[config.mk]
export PLATFORM = sky130hd
export DESIGN_NAME = alu_pipe_flat
export DESIGN_NICKNAME = d
export VERILOG_FILES = /design/src/rtl/alu_pipe_if.sv /design/src/rtl/alu_pipe.sv /design/src/flat_wrapper.sv
export SDC_FILE = /design/constraint.sdc
export NUM_CORES = 1
export LEC_CHECK = 0
export CAP_MARGIN = 20
export CORE_MARGIN = 1
export CORE_UTILIZATION = 43
export CTS_CLUSTER_SIZE = 28
export DETAILED_ROUTE_END_ITERATION = 8
export PLACE_DENSITY = 0.63
export RECOVER_POWER = 25
export SYNTH_ARGS = -nofsm -noshare
export SYNTH_HDL_FRONTEND = slang
export SYNTH_SLANG_ARGS = --single-unit
[constraint.sdc]
create_clock -name clk -period 3.05 [get_ports clk]
set_input_delay 0.61 -clock clk [delete_from_list [all_inputs] [get_ports clk]]
set_output_delay 0.61 -clock clk [all_outputs]
set_load 0.01 [all_outputs]
[src/rtl/alu_pipe_if.sv]
// Handshake/data bundle for alu_pipe: producer side drives operands, consumer side drives out_ready.
interface alu_pipe_if #(
  parameter int NB_DATA = 8,
  parameter int NB_OP   = 8
);
  logic               in_valid;
  logic               in_ready;
  logic [NB_DATA-1:0] dato_a;
  logic [NB_DATA-1:0] dato_b;
  logic [NB_OP-1:0]   op;
  logic               out_valid;
  logic               out_ready;
  logic [NB_DATA-1:0] res;
  logic [4:0]         flags;

  modport master (
    output in_valid, dato_a, dato_b, op, out_ready,
    input  in_ready, out_valid, res, flags
  );

  modport slave (
    input  in_valid, dato_a, dato_b, op, out_ready,
    output in_ready, out_valid, res, flags
  );
endinterface

[src/rtl/alu_pipe.sv]
// Two-stage valid/ready ALU: S1 registers the operation, S2 registers result and
// flags {err, ovf, carry, neg, zero}.
module alu_pipe #(
  parameter int NB_DATA = 8,
  parameter int NB_OP   = 8
) (
  input logic       clk,
  input logic       rst_n,
  alu_pipe_if.slave bus
);
  localparam int          MSB   = NB_DATA - 1;
  localparam logic [31:0] WIDTH = NB_DATA;

  localparam logic [NB_OP-1:0] OP_ADD = NB_OP'(8'h20);
  localparam logic [NB_OP-1:0] OP_SUB = NB_OP'(8'h22);
  localparam logic [NB_OP-1:0] OP_AND = NB_OP'(8'h24);
  localparam logic [NB_OP-1:0] OP_OR  = NB_OP'(8'h25);
  localparam logic [NB_OP-1:0] OP_XOR = NB_OP'(8'h26);
  localparam logic [NB_OP-1:0] OP_NOR = NB_OP'(8'h27);
  localparam logic [NB_OP-1:0] OP_SRL = NB_OP'(8'h02);
  localparam logic [NB_OP-1:0] OP_SRA = NB_OP'(8'h03);

  logic               s1_valid;
  logic [NB_DATA-1:0] s1_a;
  logic [NB_DATA-1:0] s1_b;
  logic [NB_OP-1:0]   s1_op;
  logic               s2_valid;
  logic [NB_DATA-1:0] s2_res;
  logic [4:0]         s2_flags;

  logic s1_en;
  logic s2_en;

  logic [NB_DATA:0]          sum;
  logic [NB_DATA:0]          diff;
  logic [31:0]               sh;
  logic signed [NB_DATA-1:0] sra_v;
  logic [NB_DATA-1:0]        alu_res;
  logic                      alu_err;
  logic                      alu_ovf;
  logic                      alu_carry;

  assign s2_en = !s2_valid || bus.out_ready;
  assign s1_en = !s1_valid || s2_en;

  assign bus.in_ready  = s1_en;
  assign bus.out_valid = s2_valid;
  assign bus.res       = s2_res;
  assign bus.flags     = s2_flags;

  always_comb begin
    alu_res   = '0;
    alu_err   = 1'b0;
    alu_ovf   = 1'b0;
    alu_carry = 1'b0;
    sh        = 32'(s1_b);
    sum       = {1'b0, s1_a} + {1'b0, s1_b};
    // top bit of the widened difference is the unsigned borrow (A < B)
    diff      = {1'b0, s1_a} - {1'b0, s1_b};
    sra_v     = $signed(s1_a) >>> sh;
    case (s1_op)
      OP_ADD: begin
        alu_res   = sum[MSB:0];
        alu_carry = sum[NB_DATA];
        alu_ovf   = (s1_a[MSB] == s1_b[MSB]) && (sum[MSB] != s1_a[MSB]);
      end
      OP_SUB: begin
        alu_res   = diff[MSB:0];
        alu_carry = diff[NB_DATA];
        alu_ovf   = (s1_a[MSB] != s1_b[MSB]) && (diff[MSB] != s1_a[MSB]);
      end
      OP_AND: alu_res = s1_a & s1_b;
      OP_OR:  alu_res = s1_a | s1_b;
      OP_XOR: alu_res = s1_a ^ s1_b;
      OP_NOR: alu_res = ~(s1_a | s1_b);
      OP_SRL: alu_res = (sh >= WIDTH) ? '0 : (s1_a >> sh);
      OP_SRA: alu_res = (sh >= WIDTH) ? {NB_DATA{s1_a[MSB]}} : sra_v;
      default: begin
        alu_err = 1'b1;
        for (int unsigned i = 0; i < NB_DATA; i++) alu_res[i] = (i % 2 == 1);
      end
    endcase
  end

  always_ff @(posedge clk or negedge rst_n) begin
    if (!rst_n) begin
      s1_valid <= 1'b0;
      s1_a     <= '0;
      s1_b     <= '0;
      s1_op    <= '0;
      s2_valid <= 1'b0;
      s2_res   <= '0;
      s2_flags <= '0;
    end else begin
      if (s1_en) begin
        s1_valid <= bus.in_valid;
        if (bus.in_valid) begin
          s1_a  <= bus.dato_a;
          s1_b  <= bus.dato_b;
          s1_op <= bus.op;
        end
      end
      // result registers load only with real data, so bubbles leave them untouched
      if (s2_en) begin
        s2_valid <= s1_valid;
        if (s1_valid) begin
          s2_res   <= alu_res;
          s2_flags <= {alu_err, alu_ovf, alu_carry, alu_res[MSB], alu_res == '0};
        end
      end
    end
  end
endmodule

[src/flat_wrapper.sv]
// flat-port wrapper written by rule: the top's interface ports become plain ports
module alu_pipe_flat 
#(
  parameter int NB_DATA = 8,
  parameter int NB_OP   = 8
)
  (clk, rst_n, bus_in_valid, bus_dato_a, bus_dato_b, bus_op, bus_out_ready, bus_in_ready, bus_out_valid, bus_res, bus_flags);
  alu_pipe_if #(.NB_DATA(NB_DATA), .NB_OP(NB_OP)) bus_i ();
  input logic clk;
  input logic rst_n;
  input wire logic [$bits(bus_i.in_valid)-1:0] bus_in_valid;
  input wire logic [$bits(bus_i.dato_a)-1:0] bus_dato_a;
  input wire logic [$bits(bus_i.dato_b)-1:0] bus_dato_b;
  input wire logic [$bits(bus_i.op)-1:0] bus_op;
  input wire logic [$bits(bus_i.out_ready)-1:0] bus_out_ready;
  output wire logic [$bits(bus_i.in_ready)-1:0] bus_in_ready;
  output wire logic [$bits(bus_i.out_valid)-1:0] bus_out_valid;
  output wire logic [$bits(bus_i.res)-1:0] bus_res;
  output wire logic [$bits(bus_i.flags)-1:0] bus_flags;
  assign bus_i.in_valid = bus_in_valid;
  assign bus_i.dato_a = bus_dato_a;
  assign bus_i.dato_b = bus_dato_b;
  assign bus_i.op = bus_op;
  assign bus_i.out_ready = bus_out_ready;
  assign bus_in_ready = bus_i.in_ready;
  assign bus_out_valid = bus_i.out_valid;
  assign bus_res = bus_i.res;
  assign bus_flags = bus_i.flags;
  alu_pipe #(.NB_DATA(NB_DATA), .NB_OP(NB_OP)) u_core (.clk(clk), .rst_n(rst_n), .bus(bus_i));
endmodule
==> flow_metrics.py <==
metrics = {
    "flow_run": {
        "cap_violations": 1,
    },
    "power_and_ir_drop": {
        "ir_drop_v": 0.0002221,
        "swShare_pct": 36.38,
        "leakage_nw": 1.645,
        "internal_power_mw": 1.276,
        "power_density_nw_per_um2": 519.1,
        "p_clk_share_pct": 26.3,
        "power_frac_seq_pct": 32.5,
        "switching_power_uw": 729.4,
        "p_comb_share_pct": 41.2,
    },
    "detailed_routing": {
        "routed_via_density": 5.539,
        "drtAntennaViolNets": 0,
        "drt_iter0_drc": 217,
        "drc": 0,
        "wl_mm": 7.661,
        "wl_per_cell_um": 15.63,
        "first_pass_iters": 5,
        "vias": 2714,
    },
    "placement": {
        "place.port_buffers": 42,
        "placed_area_um2": 3726,
        "gp_congestion": 0.9994,
        "dp_hpwl_mm": 5.897,
    },
    "setup_path": {
        "cpMaxStageDelayCell": "dfrtp_1",
        "path_buf_inv": 1,
        "cp_cell_sequence": "inv_1 -> ha_1 -> nor3b_1 -> nor3_1 -> o31ai_1 -> xnor2_1 -> a221o_1 -> mux2_2",
        "max_stage_delay_ns": 0.53,
        "crit_required_ns": 3.23,
        "cp_max_fo": 9,
        "critical_path.top_delay_family": "compound AO/OA/AOI/OAI gates",
        "critPathLaunchType": "flip-flop",
        "critPathKind": "flip-flop to flip-flop",
        "end_kind": "flip-flop",
        "critPathArrivalTime_ns": 2.91,
    },
    "floorplan": {
        "die_h_um": 88.70,
        "dieArea_um2": 7867,
        "rows": 31,
        "ios": 43,
        "initial_core_util_pct": 44.56,
        "design.core.area_um2": 7253,
        "die_w_um": 88.70,
    },
    "grt": {
        "met3_usage_pct": 3.358,
        "grt_use_met1_pct": 30.12,
        "grt_antenna_before_repair": 0,
        "grt.total_usage_pct": 21.26,
        "grt_pass1_vias": 2517,
        "use_met2_pct": 33.29,
        "gr-max-usage-layer": "met2",
        "grt_max_degree": 39,
        "grt_pass1_wl_mm": 12.72,
        "grt_overflow": 0,
    },
    "timing": {
        "slew_headroom_pct": -32.98,
        "finalCriticalPeriod_ns": 2.724,
        "clock.fmax_mhz": 367.1,
        "clock_skew_ns": 0.009097,
        "totalNegativeSetupSlack_ns": 0,
        "drv_slew": 39,
        "finalCritPeriodShare_pct": 89.32,
        "worst_slew_pin_slew_ns": 1.995,
        "rsz0062_at_grt": "false",
        "setup_viol": 0,
        "finalHoldViolCount": 0,
    },
    "finish": {
        "multi_input_area_um2": 2086,
        "final_nets": 446,
        "n_fill_cell": 695,
        "regArea_um2": 950.9,
        "final_area_um2": 3862,
        "diodes": 0,
        "syn2layout_area_growth_pct": 19.51,
        "layout-drive-gt1-share_pct": 14.32,
    },
    "outcome": {
        "status": "finished, violations left",
        "violations": "max-capacitance violations, max-slew violations",
    },
    "clock_network": {
        "clock_latency_ns": 0.30,
        "cts-root-buf": "clkbuf_8",
        "postCtsResizedCells": 0,
        "htree_levels": 2,
        "numCtsBuffers": 5,
        "cts.sinks": 38,
        "cts_setup_buffers": 0,
        "cts_max_path_buffers": 2,
        "postCtsHoldBufs": 0,
        "path_clk_slew_ns": 0.09,
        "cts_tree": "built",
    },
    "yosys": {
        "synth_area_um2": 3232,
        "seq_area_frac_synth_pct": 29.42,
        "synthArstFlopShare_pct": 100.0,
        "synth_nets": 412,
        "synthTopCellsByArea": "dfrtp_1 29%, mux2_2 10%, ha_1 10%, mux2i_1 5.0%, o21ai_0 3.6%",
        "synth_edf_count": 0,
        "avgSynthCellArea_um2": 9.078,
        "synth_ff_type": "dfrtp_1",
        "yosys_warnings": 0,
        "synth_top_area_share_pct": 29.42,
        "yosysTopAreaCell": "dfrtp_1",
        "yosysMostFrequentCell": "dfrtp_1",
        "ys_types": 63,
        "synth_seq_cells": 38,
        "synthCells": 356,
        "synth_common_cells": "38 x dfrtp_1, 29 x mux2_2, 26 x ha_1, 26 x nand2_1, 24 x inv_1",
    },
    "min_path": {
        "worstHoldPathType": "flip-flop to flip-flop",
    },
}
-- placed cells by master (no fill, tap or decap), types with 3 or more instances in the layout --
master,n
nor3_1,11
a211o_1,4
or3_1,3
ha_1,26
nor2_1,18
mux2i_1,16
o31ai_1,4
nand2b_1,7
a21oi_1,17
dfrtp_1,38
clkdlybuf4s50_1,40
o221ai_1,4
inv_1,24
clkbuf_8,5
buf_4,8
nand3b_1,3
xnor2_1,13
nand2_1,26
o211ai_1,5
o21ai_0,23
and3_1,3
mux2_2,29
o21ai_1,3
nand3_1,7
-- power groups by stage --
stage / Combinational (mW) / Clock [mW] / Sequential (mW)
after floorplan: 0.608 / 0 / 0.629
after global placement: 0.810 / 0 / 0.658
after detailed placement: 0.816 / 0 / 0.662
after CTS: 0.820 / 0.541 / 0.652
after global routing: 0.911 / 0.557 / 0.665
final: 0.826 / 0.527 / 0.652
-- state kept, by name, summed over array words and instances (netlist names) --
register	flops
u_core.bus.flags	5
u_core.bus.out_valid	1
u_core.s1_valid	1
u_core.s1_a	8
u_core.s1_op	8
u_core.s1_b	8
u_core.bus.res	7
-- through the flow --
stage | setup WS [ns] | utilization, % | cells | power (mW) | hold WS (ns)
2_1_floorplan | 0.2765 | - | 356 | 1.238 | 0.3144
3_3_place_gp | 0.5155 | 51.37 | 482 | 1.469 | 0.4604
3_5_place_dp | 0.4015 | 51.37 | 482 | 1.478 | 0.4705
4_1_cts | 0.3899 | 53.27 | 490 | 2.013 | 0.4457
5_1_grt | 0.1468 | 53.25 | 490 | 2.133 | 0.5156
6_report | 0.3256 | 53.25 | 490 | 2.005 | 0.4796
-- logic make-up after synthesis --
| kind of cell | after synthesis | synth area share [%] |
|---|---|---|
| xor+xnor | 14 | 3.794 |
| fa+ha+maj | 28 | 11.30 |
| mux | 45 | 15.06 |
| compound gates | 86 | 17.61 |
| flops | 38 | 29.42 |
| simple gates | 98 | 16.76 |
| buf+inv | 47 | 6.040 |
-- tightest hold or removal path, cell delays in order (launching register included) --
cell and delay [ns]:
dfrtp_1 0.34, nand2_1 0.05, o21ai_0 0.06
-- layer usage --
metal  share of wire, %  wire length (um)
met5                  0                 0
met4                1.3               102
met3                5.4               415
met2                 44              3404
met1                 49              3738
-- layout make-up --
class	instances	share of cell area [%]
clock inverters	3	1.782
clock buffers	5	1.782
inverters	24	2.332
repair buffers	50	12.28
well taps	99	3.207
flip-flops and latches	38	24.62
multi-input cells	271	54.00
-- path summary, 6_finish.rpt --
kind                       depth (start not counted)                             from  slack [ns]                         endpoint
setup / recovery                                   8       u_core.s1_b[3]$_DFFE_PN0P_        0.33    u_core.bus.res[6]$_DFFE_PN0P_
hold / removal                                     2  u_core.bus.flags[3]$_DFFE_PN0P_        0.48  u_core.bus.flags[3]$_DFFE_PN0P_
setup reg to reg                                   8       u_core.s1_b[3]$_DFFE_PN0P_        0.33    u_core.bus.res[6]$_DFFE_PN0P_
hold reg to reg                                    2  u_core.bus.flags[3]$_DFFE_PN0P_        0.48  u_core.bus.flags[3]$_DFFE_PN0P_
max in group asynchronous                          1                            rst_n        1.04      u_core.s1_op[1]$_DFFE_PN0P_
min in group asynchronous                          1                            rst_n        0.87       u_core.s1_b[3]$_DFFE_PN0P_
Power figures use the tool's default switching activity.
